$ cat src/rtl/ffmul_pkg.sv
`default_nettype none
// ============================================================================
// Module      : ffmul_pkg
// Description : Shared types, encodings and helpers for the ffmul sequencer
//               and its operand registers.
// Revision    : 1.0 - initial release
// ============================================================================
package ffmul_pkg;

    // Sequencer states
    typedef enum logic [1:0] {
        IDLE  = 2'd0,
        CLEAR = 2'd1,
        RUN   = 2'd2,
        DONE  = 2'd3
    } fsm_state_e;

    // Core-side write target selection (value 3 is reserved and ignored)
    localparam logic [1:0] SEL_A    = 2'd0;
    localparam logic [1:0] SEL_B    = 2'd1;
    localparam logic [1:0] SEL_POLY = 2'd2;

    localparam int DEF_XLEN  = 32;
    localparam int DEF_WIDTH = 409;

    // Number of XLEN-wide words needed to hold a WIDTH-bit value
    function automatic int nwords(input int width, input int xlen);
        return (width + xlen - 1) / xlen;
    endfunction

endpackage
`default_nettype wire

$ cat src/rtl/ffmul_word_reg.sv
`default_nettype none
// ============================================================================
// Module      : ffmul_word_reg
// Description : WIDTH-bit register loaded one XLEN-wide word at a time. The
//               last word keeps only the bits that fall below WIDTH.
// Revision    : 1.0 - initial release
// ============================================================================
module ffmul_word_reg
    import ffmul_pkg::*;
#(
    parameter int WIDTH = DEF_WIDTH,
    parameter int XLEN  = DEF_XLEN,
    parameter int IDXW  = 4
) (
    input  logic             clk,
    input  logic             rst,
    input  logic             wr_en_i,
    input  logic [IDXW-1:0]  wr_idx_i,
    input  logic [XLEN-1:0]  wr_data_i,
    output logic [WIDTH-1:0] data_o
);

    localparam int c_nw = nwords(WIDTH, XLEN);

    // One independent slice per word; indices with no matching slice are dropped
    for (genvar w = 0; w < c_nw; w++) begin : g_word
        localparam int c_lo   = w * XLEN;
        localparam int c_bits = ((WIDTH - c_lo) < XLEN) ? (WIDTH - c_lo) : XLEN;
        localparam logic [IDXW-1:0] c_idx = IDXW'(w);

        logic [c_bits-1:0] word_q;

        // Load this word when addressed; high bits of a partial word are discarded
        always_ff @(posedge clk) begin
            if (rst) begin
                word_q <= '0;
            end else if (wr_en_i && (wr_idx_i == c_idx)) begin
                word_q <= wr_data_i[c_bits-1:0];
            end
        end

        assign data_o[c_lo +: c_bits] = word_q;
    end

endmodule
`default_nettype wire

$ cat src/rtl/ffmul_io_seq.sv
`default_nettype none
// ============================================================================
// Module      : ffmul_io_seq
// Description : Word-wide operand loader, start/clear/run sequencer, result
//               capture and word readback for the ffmul binary-field
//               multiplier, with a watchdog on the run phase.
// Revision    : 1.0 - initial release
// ============================================================================
module ffmul_io_seq
    import ffmul_pkg::*;
#(
    parameter int WIDTH   = DEF_WIDTH,
    parameter int XLEN    = DEF_XLEN,
    parameter int TIMEOUT = 1023
) (
    input  logic             clk,
    input  logic             rst,
    input  logic             wr_en_i,
    input  logic [1:0]       wr_sel_i,
    input  logic [3:0]       wr_idx_i,
    input  logic [XLEN-1:0]  wr_data_i,
    input  logic             start_i,
    input  logic             rd_en_i,
    input  logic [3:0]       rd_idx_i,
    output logic [XLEN-1:0]  rd_data_o,
    output logic             rd_valid_o,
    output logic             busy_o,
    output logic             done_o,
    output logic             done_p_o,
    output logic             error_o,
    output logic [WIDTH-1:0] mul_a_o,
    output logic [WIDTH-1:0] mul_b_o,
    output logic [WIDTH-2:0] mul_poly_o,
    output logic             mul_enable_o,
    output logic             mul_rst_n_o,
    input  logic [WIDTH-1:0] mul_result_i,
    input  logic             mul_finish_i,
    input  logic             mul_finish_p_i
);

    localparam int NWORDS = nwords(WIDTH, XLEN);
    localparam int c_wdw  = $clog2(TIMEOUT + 1);
    localparam logic [c_wdw-1:0] c_wd_last = c_wdw'(TIMEOUT - 1);
    localparam logic [4:0]       c_nw_idx  = 5'(NWORDS);

    fsm_state_e        state_q, state_d;
    logic [c_wdw-1:0]  wd_q, wd_d;
    logic [WIDTH-1:0]  result_q, result_d;
    logic              error_q, error_d;
    logic              done_p_q, done_p_d;
    logic [XLEN-1:0]   rd_data_q;
    logic              rd_valid_q;

    logic              w_wr_ok;
    logic [XLEN-1:0]   w_rd_word;
    logic [NWORDS*XLEN-1:0] w_res_pad;
    logic [XLEN-1:0]   w_res_words [NWORDS];

    // Operand writes only land while no operation is in flight
    assign w_wr_ok = wr_en_i
                   && ((state_q == IDLE) || (state_q == DONE))
                   && ({1'b0, wr_idx_i} < c_nw_idx);

    ffmul_word_reg #(.WIDTH(WIDTH), .XLEN(XLEN), .IDXW(4)) u_reg_a (
        .clk       (clk),
        .rst       (rst),
        .wr_en_i   (w_wr_ok && (wr_sel_i == SEL_A)),
        .wr_idx_i  (wr_idx_i),
        .wr_data_i (wr_data_i),
        .data_o    (mul_a_o)
    );

    ffmul_word_reg #(.WIDTH(WIDTH), .XLEN(XLEN), .IDXW(4)) u_reg_b (
        .clk       (clk),
        .rst       (rst),
        .wr_en_i   (w_wr_ok && (wr_sel_i == SEL_B)),
        .wr_idx_i  (wr_idx_i),
        .wr_data_i (wr_data_i),
        .data_o    (mul_b_o)
    );

    ffmul_word_reg #(.WIDTH(WIDTH - 1), .XLEN(XLEN), .IDXW(4)) u_reg_poly (
        .clk       (clk),
        .rst       (rst),
        .wr_en_i   (w_wr_ok && (wr_sel_i == SEL_POLY)),
        .wr_idx_i  (wr_idx_i),
        .wr_data_i (wr_data_i),
        .data_o    (mul_poly_o)
    );

    // Next state, watchdog, result capture and completion flags
    always_comb begin
        state_d  = state_q;
        wd_d     = wd_q;
        result_d = result_q;
        error_d  = error_q;
        done_p_d = 1'b0;
        case (state_q)
            IDLE, DONE: begin
                if (start_i) begin
                    state_d = CLEAR;
                    error_d = 1'b0;
                end
            end
            CLEAR: begin
                wd_d    = '0;
                state_d = RUN;
            end
            RUN: begin
                wd_d = wd_q + 1'b1;
                // A finish pulse beats a simultaneous watchdog expiry
                if (mul_finish_p_i) begin
                    result_d = mul_result_i;
                    state_d  = DONE;
                    done_p_d = 1'b1;
                end else if (wd_q == c_wd_last) begin
                    result_d = '0;
                    error_d  = 1'b1;
                    state_d  = DONE;
                    done_p_d = 1'b1;
                end
            end
            default: state_d = IDLE;
        endcase
    end

    // Sequencer state registers; reset aborts any operation without capture
    always_ff @(posedge clk) begin
        if (rst) begin
            state_q  <= IDLE;
            wd_q     <= '0;
            result_q <= '0;
            error_q  <= 1'b0;
            done_p_q <= 1'b0;
        end else begin
            state_q  <= state_d;
            wd_q     <= wd_d;
            result_q <= result_d;
            error_q  <= error_d;
            done_p_q <= done_p_d;
        end
    end

    // Result split into zero-padded words for readback
    assign w_res_pad = (NWORDS*XLEN)'(result_q);
    for (genvar w = 0; w < NWORDS; w++) begin : g_res_word
        assign w_res_words[w] = w_res_pad[w*XLEN +: XLEN];
    end

    assign w_rd_word = ({1'b0, rd_idx_i} < c_nw_idx) ? w_res_words[rd_idx_i] : '0;

    // Registered read port, one cycle behind the strobe
    always_ff @(posedge clk) begin
        if (rst) begin
            rd_data_q  <= '0;
            rd_valid_q <= 1'b0;
        end else begin
            rd_valid_q <= rd_en_i;
            if (rd_en_i) begin
                rd_data_q <= w_rd_word;
            end
        end
    end

    assign rd_data_o    = rd_data_q;
    assign rd_valid_o   = rd_valid_q;
    assign busy_o       = (state_q == CLEAR) || (state_q == RUN);
    assign done_o       = (state_q == DONE);
    assign done_p_o     = done_p_q;
    assign error_o      = error_q;
    assign mul_enable_o = (state_q == RUN);
    // The multiplier is held in clear during our own reset and the CLEAR cycle
    assign mul_rst_n_o  = !rst && (state_q != CLEAR);

    // A finish pulse during RUN should come with the finish level raised
    a_finish_level : assert property (@(posedge clk) disable iff (rst)
        ((state_q == RUN) && mul_finish_p_i) |-> mul_finish_i);

endmodule
`default_nettype wire

$ cat config.mk
export PLATFORM = sky130hd
export DESIGN_NAME = ffmul_io_seq
export DESIGN_NICKNAME = d
export VERILOG_FILES = /design/src/rtl/ffmul_pkg.sv /design/src/rtl/ffmul_word_reg.sv /design/src/rtl/ffmul_io_seq.sv
export SDC_FILE = /design/constraint.sdc
export NUM_CORES = 2
export LEC_CHECK = 0
export ABC_AREA = 1
export BUFFER_PORTS_ARGS = -buffer_cell sky130_fd_sc_hd__buf_2
export CELL_PAD_IN_SITES_DETAIL_PLACEMENT = 0
export CELL_PAD_IN_SITES_GLOBAL_PLACEMENT = 1
export CORE_AREA = 2 2 671 673
export DETAILED_ROUTE_END_ITERATION = 10
export DIE_AREA = 0 0 673 675
export GPL_ROUTABILITY_DRIVEN = 0
export PLACE_DENSITY = 0.49
export RECOVER_POWER = 100
export SETUP_SLACK_MARGIN = 0.4
export SKIP_LAST_GASP = 1
export SYNTH_ARGS = -nofsm -noshare
export SYNTH_HDL_FRONTEND = slang
export SYNTH_SLANG_ARGS = --single-unit
$ cat constraint.sdc
create_clock -name clk -period 4.15 [get_ports clk]
set_clock_uncertainty 0.1 [all_clocks]
set_input_delay 0 -clock clk [delete_from_list [all_inputs] [get_ports clk]]
set_output_delay 0 -clock clk [all_outputs]
set_load 0.01 [all_outputs]
* Yosys cells after proc, flatten, opt, wreduce, memory -nomap -nowiden
Cells that the tools add are included. W data, S select, Z words.
Storage, ports and cells: register bits 1682, output and inout bits 1265
Cells by class: $add $sub $neg 1, $lt $le $gt $ge 3, equal/unequal tests 23, mux-type cells 17, bitwise operators 2, reductions and logical operators 59
Operator list (number):
- $mux W409 | 2
- $bmux W32 S4 | 1
- $mux W32 | 3
- $logic_and A1 B1 Y1 | 45
- $eq A4 B4 Y1 const B | 5
- $pmux W10 S2 | 1
- $eq A4 B3 Y1 const B | 4
- $add A10 B1 Y10 const B | 1
- $eq A10 B10 Y1 const B | 1
- $eq A4 B2 Y1 const B | 2
- $lt A4 B4 Y1 const B | 2
- $eq A2 B2 Y1 const B | 3
- $mux W2 | 3
- $pmux W2 S3 | 1
- $reduce_bool A2 Y1 | 3
- $ge A5 B5 Y1 const B | 1
- $mux W1 | 5
- $not A4 Y5 | 1
- $eq A2 B1 Y1 const B | 2
- $eq A4 B1 Y1 const B | 1
- $logic_not A2 Y1 | 2
- $logic_not A4 Y1 | 1
- $ne A2 B1 Y1 const B | 2
- $ne A2 B2 Y1 const B | 2
- 8 further kinds | 11

* Longest topological paths before layout
word-level depth 6, mapped depth 12, mapped depth without buffers 10

* Hierarchy
Synthesis repeated with hierarchy kept, for this count alone.
Unflattened totals: cells, all modules 10145, area, all modules 68669.6 µm²
By module, submodules not included:
- ffmul_word_reg at u_reg_a ... | instances 2, cells an instance 2362, area each 16057.9 µm², seq. area each 8187.9 µm²
- ffmul_io_seq | instances 1, cells an instance 3065, area each 20529.7 µm², seq. area each 9128.8 µm²
- ffmul_word_reg at u_reg_poly | instances 1, cells an instance 2356, area each 16024.1 µm², seq. area each 8167.8 µm²

* Worst setup path after synthesis
OpenSTA, ideal clock, no wires.
path type register to register, start register state_q[0], end register u_reg_a.g_word[11].word_q[10], library setup time 0.118 ns, arrival time 1.752 ns, setup slack 2.180 ns, cell stages (with the launch flop) 11, path buffers 3, period minus slack after synthesis 1.970 ns, cell sequence dfxtp_1 > inv_1 > ha_1 > nand3_2 > inv_4 > nand2_2 > buf_6 > buf_4 > buf_2 > nor3_1 > nor2_1
On the way: word-level cells in the longest chain between the ends 6
RTL lines:
- start, declared | line ffmul_io_seq.sv:46 | fsm_state_e state_q, state_d;
- start signal, assigned | line ffmul_io_seq.sv:136 | state_q <= state_d;
- $eq A2 B2 Y1 or $logic_not A2 Y1 (tied branches) | line ffmul_io_seq.sv:61 | && ((state_q == IDLE) || (state_q == DONE))
- $logic_or A1 B1 Y1 * | line ffmul_io_seq.sv:61
- $logic_and A1 B1 Y1 * | line ffmul_io_seq.sv:61
- $logic_and A1 B1 Y1 * | line ffmul_io_seq.sv:62 | && ({1'b0, wr_idx_i} < c_nw_idx);
- $logic_and A1 B1 Y1 * | line ffmul_io_seq.sv:67 | .wr_en_i (w_wr_ok && (wr_sel_i == SEL_A)),
- $logic_and A1 B1 Y1 * | line ffmul_word_reg.sv:37 | end else if (wr_en_i && (wr_idx_i == c_idx)) begin
- end signal, assigned | line ffmul_word_reg.sv:38 | word_q <= wr_data_i[c_bits-1:0];
- end, declared | line ffmul_word_reg.sv:31 | logic [c_bits-1:0] word_q;
Every way passes the cells marked *; elsewhere a longest branch is shown, timed or not. A chain may end at the register's enable or synchronous reset.

* Worst setup path after layout
start register state_q[0], end register result_q[285]
On the way: word-level cells in the longest chain between the ends 2
RTL lines:
- $eq A2 B2 Y1 | line ffmul_io_seq.sv:98 | case (state_q)
- $reduce_and A2 Y1 (no line)
- end signal, assigned | line ffmul_io_seq.sv:138 | result_q <= result_d;
- end, declared | line ffmul_io_seq.sv:48 | logic [WIDTH-1:0] result_q, result_d;
No other way between the ends.

==> impl_metrics.yaml <==
logic_synthesis:
  synth-seq-cells: 1682
  synth_cell_types: 34
  synth_edf_count: 0
  ys.flop_type: "dfxtp_1"
  mappedNetlistArea_um2: 65300
  yosysMostFrequentCell: "nand2_1"
  synth_top_area_share: 0.516
  yosysTopAreaCell: "dfxtp_1"
  synth_area_leaders: "dfxtp_1 52%, nand2_1 12%, nor2_1 9.4%, o21ai_0 6.0%, nor3_1 5.9%"
  synth-warning-count: 0
  async_reset_ff_frac: 0
  syn_nets: 9533
  syn_inst: 9069
  synth-seq-area-share: 0.516
  synth_commonest_cells: "2,143 x nand2_1, 1,682 x dfxtp_1, 1,639 x nor2_1"
  syn_avg_cell_area_um2: 7.20
finish:
  final_nets: 12300
  final_cells: 18000
  fillCellCount: 50800
  fin_util: 0.222
  drive_above_1_share: 0.0858
  syn_to_final_growth_pct: 52.3
setup_path:
  cp_max_fo: 98
  cp.arrival_ns: 4.47
  crit-reg2reg-launch: "state_q[0]"
  end_kind: "flop"
  crit_start: "state_q[0]"
  start_kind: "flop"
  required_ns: 4.92
  critPathKind: "reg2reg"
cts:
  cts.sinks: 1682
  clock_latency_ns: 0.92
  cts_tree: "done"
  clock-root-buffer: "clkbuf_16"
  htree_levels: 4
  clk_pin_slew_ns: 0.06
  cts.repair.resized: 0
  cts_buffers: 214
  cts.path.max_buffers: 4
power_and_ir_drop:
  powerDensity_nw_per_um2: 427
  leakage_nw: 37.8
  swShare: 0.295
  ir_drop_v: 0.000325
  clkPwrFrac: 0.443
  p_int_mw: 29.9
  combPwrFrac: 0.156
  p_sw_mw: 12.5
  power_frac_seq: 0.401
detailed_routing:
  dr_wl_met3_um: 31100
  vias: 72600
  ant_nets: 0
  drt_iter0_drc: 5786
  wl_per_cell_um: 24.1
  m1WireLength_um: 188000
  wirelength_um: 432000
  highest_layer: "met5"
  routed-wl-met2_um: 200000
  vias_per_cell: 4.04
  route.detailed.drc: 0
  first_pass_iters: 5
timing:
  period_needed_ns: 3.70
  final-setup-viol-count: 0
  relSlewSlack: -0.474
  finalSetupTns_ns: 0
  timing.final.crit_share: 0.893
  finalHoldViolCount: 0
  rsz0062_at_grt: "no"
  worstMarginPinSlew_ns: 2.21
  max_freq_mhz: 270
  setup_ws_ns: 0.445
  drv_slew: 303
status:
  status: "complete, but fails checks"
  violations: "capacitance limit, slew limit"
placed_design:
  dp_hpwl_um: 297000
  port_buffers: 1721
  post-place-ws_ns: 0.687
  dp.cells: 16100
floorplan:
  initial_core_util: 0.146
  die-area_um2: 454000
  placeableCoreArea_um2: 447000
  die_y_um: 675
  num_io_pins: 1723
  die_w_um: 673
  rows: 246
min_path:
  min_from: "wr_data_i[18]"
  hold_path_class: "in2reg"
global_route:
  grtUsageTotal: 0.181
  antenna_found_initial: 80
  grt_max_degree: 189
  grt-ovfl-total: 0
  grt_pass1_vias: 69900
  grt_pass1_wl_um: 582000
flow_run:
  maxCapViolations: 2
stage by stage:
stage	hold slack [ns]	cell area [um2]	power (mW)
CTS	0.00128	101000	43.2
finish	0.0849	99500	42.5
floorplan	0.0490	65300	20.0
detailed placement	0.158	80100	22.6
global route	0.0427	99400	44.2
global placement	0.160	80100	22.6
layout make-up:
cell class | instances | area, um2 | area share
antenna | 48 | 120 | 0.00121
clock buffer | 315 | 6230 | 0.0626
clock inverter | 56 | 649 | 0.00653
inverter | 285 | 1100 | 0.0111
multi-input combinational | 6278 | 27100 | 0.272
sequential | 1682 | 33700 | 0.338
tap | 5952 | 7450 | 0.0748
timing repair buffer | 3353 | 23200 | 0.233
cells in the final DEF, fill, tap and decap left out, types with 45 or more instances in the layout:
master,netlist,layout
nor2_1,1639,1634
a21oi_1,522,522
buf_4,21,169
dlygate4sd3_1,0,1423
clkbuf_1,518,1333
nand3_1,240,239
clkbuf_8,0,45
o21ai_0,780,802
nand2_1,2143,2142
nor3_1,771,772
dfxtp_1,1682,1682
nand4_1,49,49
diode_2,0,48
o21ai_1,71,49
inv_1,276,261
buf_2,236,425
clkbuf_16,0,216
power groups by stage:
| stage | registers, mW | clock network [mW] | logic [mW] |
|---|---|---|---|
| 2_1_floorplan | 17.3 | 0 | 2.63 |
| 3_3_place_gp | 17.4 | 0 | 5.25 |
| 3_5_place_dp | 17.4 | 0 | 5.23 |
| 4_1_cts | 17.0 | 19.4 | 6.76 |
| 5_1_grt | 17.1 | 19.9 | 7.13 |
| 6_report | 17.0 | 18.8 | 6.62 |
final timing paths:
| path | to | slack, ns | depth (start not counted) |
|---|---|---|---|
| min reg2reg | u_reg_b.g_word[12].word_q[17] | 0.34 | 2 |
| min | u_reg_poly.g_word[12].word_q[18] | 0.08 | 4 |
| max reg2reg | result_q[285] | 0.45 | 9 |
| max | result_q[285] | 0.45 | 9 |
state kept, by name, indices dropped and copies added (netlist names):
signal,flops
u_reg_a.g_word.word_q,409
u_reg_poly.g_word.word_q,408
wd_q,10
done_p_o,1
rd_valid_o,1
error_o,1
result_q,409
state_q,2
u_reg_b.g_word.word_q,409
rd_data_o,32
layer usage:
| layer | up-vias | GRT usage |
|---|---|---|
| met3 | 502 | 0.0417 |
| li1 | 34600 | - |
| met5 | - | 0 |
| met2 | 2493 | 0.300 |
| met1 | 35000 | 0.233 |
| met4 | 4 | 0.0504 |
worst max-delay path, cell delays in order (launching register included):
cell and delay (ns):
dfxtp_1 0.34, inv_1 0.08, ha_1 0.33, nand2_1 0.20, inv_8 0.50, clkbuf_2 0.58, nand2_1 0.13, dlygate4sd3_1 0.60
a21oi_1 0.14, dlygate4sd3_1 0.59
kinds of logic (layout without fill, tap and decap cells):
kind of cell / after synthesis / in the layout / synth area share
simple gates: 4873 / 4873 / 0.305
flops: 1682 / 1682 / 0.516
compound gates: 1399 / 1399 / 0.108
buf+inv: 1109 / 4009 / 0.0702
fa+ha+maj: 6 / 6 / 0.00115
other cells: 0 / 48 / 0
repair_timing:
| item | in CTS | in global routing |
|---|---|---|
| endpoints found under the hold margin | 1124 | 0 |
| buffers inserted | 0 | 0 |
| hold buffers | 1423 | 0 |
Power figures use the tool's default switching activity.
